--- src/rtl/pixel_ring_scheduler.sv ---
// Pixel ring scheduler: it clears the external ring, recirculates and decays its words,
// and inserts new pixels into free slots (or forces them in after starvation).
module pixel_ring_scheduler #(
  parameter int          RING_DEPTH   = 1024,
  parameter int          DECAY_PERIOD = 4096,
  parameter logic [11:0] DECAY_STEP   = 12'd64,
  parameter int          STARVE_LIMIT = 64
) (
  input  logic        clock,
  input  logic        reset_n,
  input  logic        pix_valid,
  input  logic [31:0] pix_data,
  output logic        pix_ready,
  input  logic        flush,
  input  logic [31:0] ring_shiftout,
  output logic [31:0] ring_shiftin,
  output logic        busy,
  output logic        decay_active,
  output logic [15:0] drop_count,
  output logic        o_dbg_state
);

  localparam int CW = $clog2(RING_DEPTH + 1);
  localparam int DW = $clog2(DECAY_PERIOD + 1);
  localparam int SW = $clog2(STARVE_LIMIT + 1);
  localparam logic [CW-1:0] CLR_LAST   = CW'(RING_DEPTH - 1);
  localparam logic [DW-1:0] DCNT_LAST  = DW'(DECAY_PERIOD - 1);
  localparam logic [DW-1:0] SWEEP_LEN  = DW'(RING_DEPTH);
  localparam logic [SW-1:0] STARVE_MAX = SW'(STARVE_LIMIT);

  typedef enum logic {S_CLEAR = 1'b0, S_RUN = 1'b1} state_t;

  state_t        r_state;
  state_t        w_state_nxt;
  logic [CW-1:0] r_clr_cnt;
  logic [DW-1:0] r_dcnt;
  logic [SW-1:0] r_starve;
  logic [15:0]   r_drop;
  logic [31:0]   r_shiftin;

  logic          w_run;
  logic [11:0]   w_luma_in;
  logic [11:0]   w_luma_dec;
  logic          w_free;
  logic [31:0]   w_recirc;
  logic          w_ready;
  logic          w_xfer;

  always_comb begin
    w_state_nxt = r_state;
    case (r_state)
      S_CLEAR: if (!flush && r_clr_cnt == CLR_LAST) w_state_nxt = S_RUN;
      S_RUN:   if (flush) w_state_nxt = S_CLEAR;
      default: w_state_nxt = S_CLEAR;
    endcase
  end

  // Decay saturates at zero; a zero-luma word is blanked and its slot counts as free.
  assign w_run        = (r_state == S_RUN);
  assign decay_active = w_run && (r_dcnt < SWEEP_LEN);
  assign w_luma_in    = ring_shiftout[11:0];
  assign w_luma_dec   = !decay_active ? w_luma_in :
                        (w_luma_in > DECAY_STEP) ? (w_luma_in - DECAY_STEP) : 12'd0;
  assign w_free       = (w_luma_dec == 12'd0);
  assign w_recirc     = w_free ? 32'd0 : {ring_shiftout[31:12], w_luma_dec};
  assign w_ready      = w_run && (w_free || r_starve == STARVE_MAX);
  assign w_xfer       = pix_valid && w_ready;

  always_ff @(posedge clock) begin
    if (!reset_n) begin
      r_state   <= S_CLEAR;
      r_clr_cnt <= '0;
      r_dcnt    <= '0;
      r_starve  <= '0;
      r_drop    <= '0;
      r_shiftin <= '0;
    end else begin
      r_state <= w_state_nxt;

      if (r_state == S_CLEAR && !flush) r_clr_cnt <= r_clr_cnt + 1'b1;
      else                              r_clr_cnt <= '0;

      if (r_state == S_RUN && w_state_nxt == S_RUN)
        r_dcnt <= (r_dcnt == DCNT_LAST) ? '0 : r_dcnt + 1'b1;
      else
        r_dcnt <= '0;

      // Starvation only accumulates while a valid pixel is being refused in RUN.
      if (r_state != S_RUN || w_state_nxt != S_RUN || w_xfer || !pix_valid)
        r_starve <= '0;
      else if (r_starve != STARVE_MAX)
        r_starve <= r_starve + 1'b1;

      if (w_xfer && !w_free && r_drop != 16'hFFFF) r_drop <= r_drop + 16'd1;

      if (r_state != S_RUN) r_shiftin <= '0;
      else if (w_xfer)      r_shiftin <= pix_data;
      else                  r_shiftin <= w_recirc;
    end
  end

  assign busy         = (r_state == S_CLEAR);
  assign pix_ready    = w_ready;
  assign ring_shiftin = r_shiftin;
  assign drop_count   = r_drop;
  assign o_dbg_state  = r_state;

endmodule
--- config.mk ---
export PLATFORM = sky130hd
export DESIGN_NAME = pixel_ring_scheduler
export DESIGN_NICKNAME = d
export VERILOG_FILES = /design/src/rtl/pixel_ring_scheduler.sv
export SDC_FILE = /design/constraint.sdc
export NUM_CORES = 1
export LEC_CHECK = 0
export BUFFER_PORTS_ARGS = -buffer_cell sky130_fd_sc_hd__buf_2
export CORE_AREA = 4 4 92 94
export CTS_CLUSTER_SIZE = 20
export DETAILED_ROUTE_END_ITERATION = 8
export DIE_AREA = 0 0 96 98
export GPL_ROUTABILITY_DRIVEN = 0
export PLACE_DENSITY_LB_ADDON = 0.15
export SYNTH_ARGS = -nofsm -noshare
export SYNTH_HDL_FRONTEND = slang
export SYNTH_SLANG_ARGS = --single-unit
export TNS_END_PERCENT = 1
--- constraint.sdc ---
create_clock -name clock -period 2.9 [get_ports clock]
set_input_delay 0.58 -clock clock [delete_from_list [all_inputs] [get_ports clock]]
set_output_delay 0.58 -clock clock [all_outputs]
set_load 0.03 [all_outputs]
==> flow_metrics.env <==
export IMPL_clock_skew_final_ps=9.09
export IMPL_drive_above_1_share=0.310
export IMPL_diodes=0
export IMPL_cts_max_path_buffers=2
export IMPL_regArea_mm2=0.00161
export IMPL_ys_seq_area_frac=0.425
export IMPL_min_to="ring_shiftin[0]$_SDFF_PN0_"
export IMPL_fill_cells=694
export IMPL_p_clk_frac=0.396
export IMPL_hold_ws_ps=436
export IMPL_worstSetupPathType="flip-flop to output pin"
export IMPL_crit_start="r_dcnt[12]$_SDFF_PP0_"
export IMPL_drc=0
export IMPL_grt_max_degree=36
export IMPL_cp_slowest_cell="or4b_4"
export IMPL_cts_hold_buf=0
export IMPL_syn_nets=501
export IMPL_worstPathCellList="or4b_4 -> or4b_4 -> and3_4 -> nor2_4 -> nor2_2 -> a21oi_4 -> buf_6"
export IMPL_layout_setup_ws_ps=-43.3
export IMPL_async_flop_share=0
export IMPL_htreeDepth=3
export IMPL_numCtsBuffers=9
export IMPL_grt_overflow=0
export IMPL_clock_sinks=80
export IMPL_seq_power_share=0.555
export IMPL_p_sw_uw=468
export IMPL_die_x_um=96
export IMPL_slew_violations=0
export IMPL_drt_iter0_markers=95
export IMPL_rr_worst_depth=10
export IMPL_crit_path_max_fanout=2
export IMPL_start_util=0.492
export IMPL_p_leak_uw=0.00206
export IMPL_synth_cells=426
export IMPL_post_route_period_util=1.01
export IMPL_multi_input_area_mm2=0.00205
export IMPL_maxCapViolCount=0
export IMPL_ys_flop_type="dfxtp_1"
export IMPL_finalHoldViolCount=0
export IMPL_core_mm2=0.00765
export IMPL_rrSetupSlack_ps=320
export IMPL_irDropWorstVdd_v=0.000357
export IMPL_clk_latency_ps=350
export IMPL_synth_edf_count=0
export IMPL_die_y_um=98
export IMPL_max_freq_mhz=340
export IMPL_required_ps=2320
export IMPL_switching_share=0.237
export IMPL_min_period_ps=2940
export IMPL_grt_pass1_wl_mm=15.5
export IMPL_synth_top_area_cell="dfxtp_1"
export IMPL_comb_power_share=0.049
export IMPL_first_pass_iters=4
export IMPL_wl_per_cell_um=14.2
export IMPL_io_pins=120
export IMPL_dp_hpwl_mm=6.77
export IMPL_relSlewSlack=0.521
export IMPL_ys_top_cells_by_area="dfxtp_1 43%, a31o_1 4.9%, and3_1 4.7%"
export IMPL_rsz0062_at_grt="yes"
export IMPL_pre_cts_ws_ps=82.7
export IMPL_final_nets=625
export IMPL_worst_pin_slew_ps=714
export IMPL_hp_class="primary input to flip-flop"
export IMPL_grtUsageTotal=0.205
export IMPL_critPathArrivalTime_ps=2360
export IMPL_clk_pin_slew_ps=80
export IMPL_rr_startpoint="r_dcnt[12]$_SDFF_PP0_"
export IMPL_syn_to_final_growth_pct=26.3
export IMPL_syn_area_mm2=0.00377
export IMPL_dieArea_mm2=0.00941
export IMPL_yosysUniqueCellTypes=52
export IMPL_status="complete, but fails checks"
export IMPL_critical_path_top_delay_family="simple AND/OR/NAND/NOR gates"
export IMPL_min_delay_path_depth=3
export IMPL_cts_tree="done"
export IMPL_io_buffers=119
export IMPL_setup_viol=1
export IMPL_crit_cells=7
export IMPL_reg2reg_to="drop_count[9]$_SDFFE_PN0P_"
export IMPL_vias=3476
export IMPL_powerDensity_mw_per_mm2=416
export IMPL_grt_pass1_vias=3375
export IMPL_holdCritStartpoint="pix_data[0]"
export IMPL_synth_warnings=0
export IMPL_synth_top_area_share=0.425
export IMPL_cp_slowest_stage_delay_ps=540
export IMPL_end_kind="output pin"
export IMPL_crit_top_cell="or4b_4"
export IMPL_p_int_uw=1510
export IMPL_startpoint_type="flip-flop"
export IMPL_std_cell_rows=32
export IMPL_synth_avg_cell_area_um2=8.84
export IMPL_ys_ff_latch=80
export IMPL_antenna_found_initial=0
export IMPL_cts_root_buf="clkbuf_8"
export IMPL_ant_nets=0
export IMPL_wirelength_mm=9.32
export IMPL_vias_per_cell=5.29
export IMPL_cp_num_buf_inv=1
export IMPL_violations="setup timing"
worst min-delay path, cell delays in order:
cell and delay [ps]:
buf_2 70, nand3_1 50, nand2_1 50
power groups by stage:
stage	Sequential [uW]	Combinational, uW	Clock [uW]
floorplan	1120	36.1	0
CTS	1100	97.5	803
global route	1100	109	867
global placement	1120	91.7	0
detailed placement	1120	95.0	0
finish	1100	97.6	783
state kept, by name, summed over array words and instances, names as in the netlist:
register / flops
o_dbg_state: 1
r_dcnt: 13
drop_count: 16
ring_shiftin: 32
r_clr_cnt: 11
r_starve: 7
cell type report:
cell class / count / share of cell area
Clock buffer: 11 / 0.0318
Clock inverter: 5 / 0.00868
Inverter: 10 / 0.00816
Multi-Input combinational cell: 314 / 0.431
Sequential cell: 80 / 0.338
Tap cell: 102 / 0.0268
Timing Repair Buffer: 135 / 0.155
cell families (layout without fill, tap and decap cells):
logic type,count (synthesis),count (layout),share of synthesized area
AO/OA/AOI/OAI,55,55,0.117
XOR/XNOR,23,23,0.0535
adder cells (fa/ha/maj),7,7,0.0233
buffers and inverters,32,161,0.0409
flip-flops,80,80,0.425
multiplexers,14,14,0.0372
AND/OR/NAND/NOR,215,215,0.303
synthesized netlist by cell type (all sizes together) (3+ instances only):
cell type / count
nor2b: 3
a211oi: 3
nor4: 9
o31ai: 4
o21ai: 7
ha: 7
mux2i: 14
dfxtp: 80
xnor2: 12
or3: 5
inv: 9
a31o: 21
nand2: 43
and3: 28
nand2b: 15
nand4: 8
a21oi: 6
buf: 11
clkbuf: 11
and2: 3
nor2: 43
nand3: 31
xor2: 11
nor3: 13
or2: 3
stage by stage:
step | cell area [um2] | util | TNS (ps) | cells | power (uW)
2_1_floorplan | 3790 | - | 0 | 426 | 1160
6_report | 4760 | 0.622 | -43.3 | 657 | 1980
3_3_place_gp | 4520 | 0.590 | 0 | 639 | 1220
4_1_cts | 4750 | 0.621 | -58.2 | 656 | 2000
5_1_grt | 4760 | 0.622 | -111 | 657 | 2080
3_5_place_dp | 4520 | 0.590 | 0 | 639 | 1220
layout by cell type, fill, tap and decap left out, types with 4 or more instances in the layout:
master / n
buf_4: 14
mux2i_1: 14
a31o_1: 21
xor2_1: 11
buf_2: 118
a21oi_1: 5
inv_1: 9
o31ai_1: 4
or3_1: 5
nor4_2: 5
xnor2_1: 12
and3_1: 27
o21ai_0: 4
nor2_1: 41
nand4_1: 8
nand2b_1: 15
ha_1: 7
nand2_1: 43
nor3_1: 13
nand3_1: 31
dfxtp_1: 77
clkbuf_8: 11
nor4_1: 4
metal layers:
layer / share of wire / up-vias / routed length, um / GRT usage
met4: 0.013 / 0 / 122 / 0.0646
met2: 0.50 / 88 / 4650 / 0.346
met1: 0.42 / 1619 / 3880 / 0.243
li1: - / 1757 / - / -
met3: 0.071 / 12 / 663 / 0.0663
met5: 0 / - / 0 / 0
worst max-delay path by stage:
| stage | endpoint | slack (ps) |
|---|---|---|
| 2_1_floorplan | pix_ready | 1 |
| 3_3_place_gp | pix_ready | 100 |
| 3_5_place_dp | pix_ready | 80 |
| 4_1_cts | pix_ready | -60 |
| 5_1_grt | pix_ready | -110 |
| 6_report | pix_ready | -40 |
what timing repair did:
| item | CTS | global route |
|---|---|---|
| setup buffers | 1 | 1 |
| resized for setup | 9 | 1 |
| gates cloned | 0 | 0 |
| setup endpoints to repair | 1 | 1 |
| pin swaps | 5 | 4 |
(Power assumes the default switching activity.)
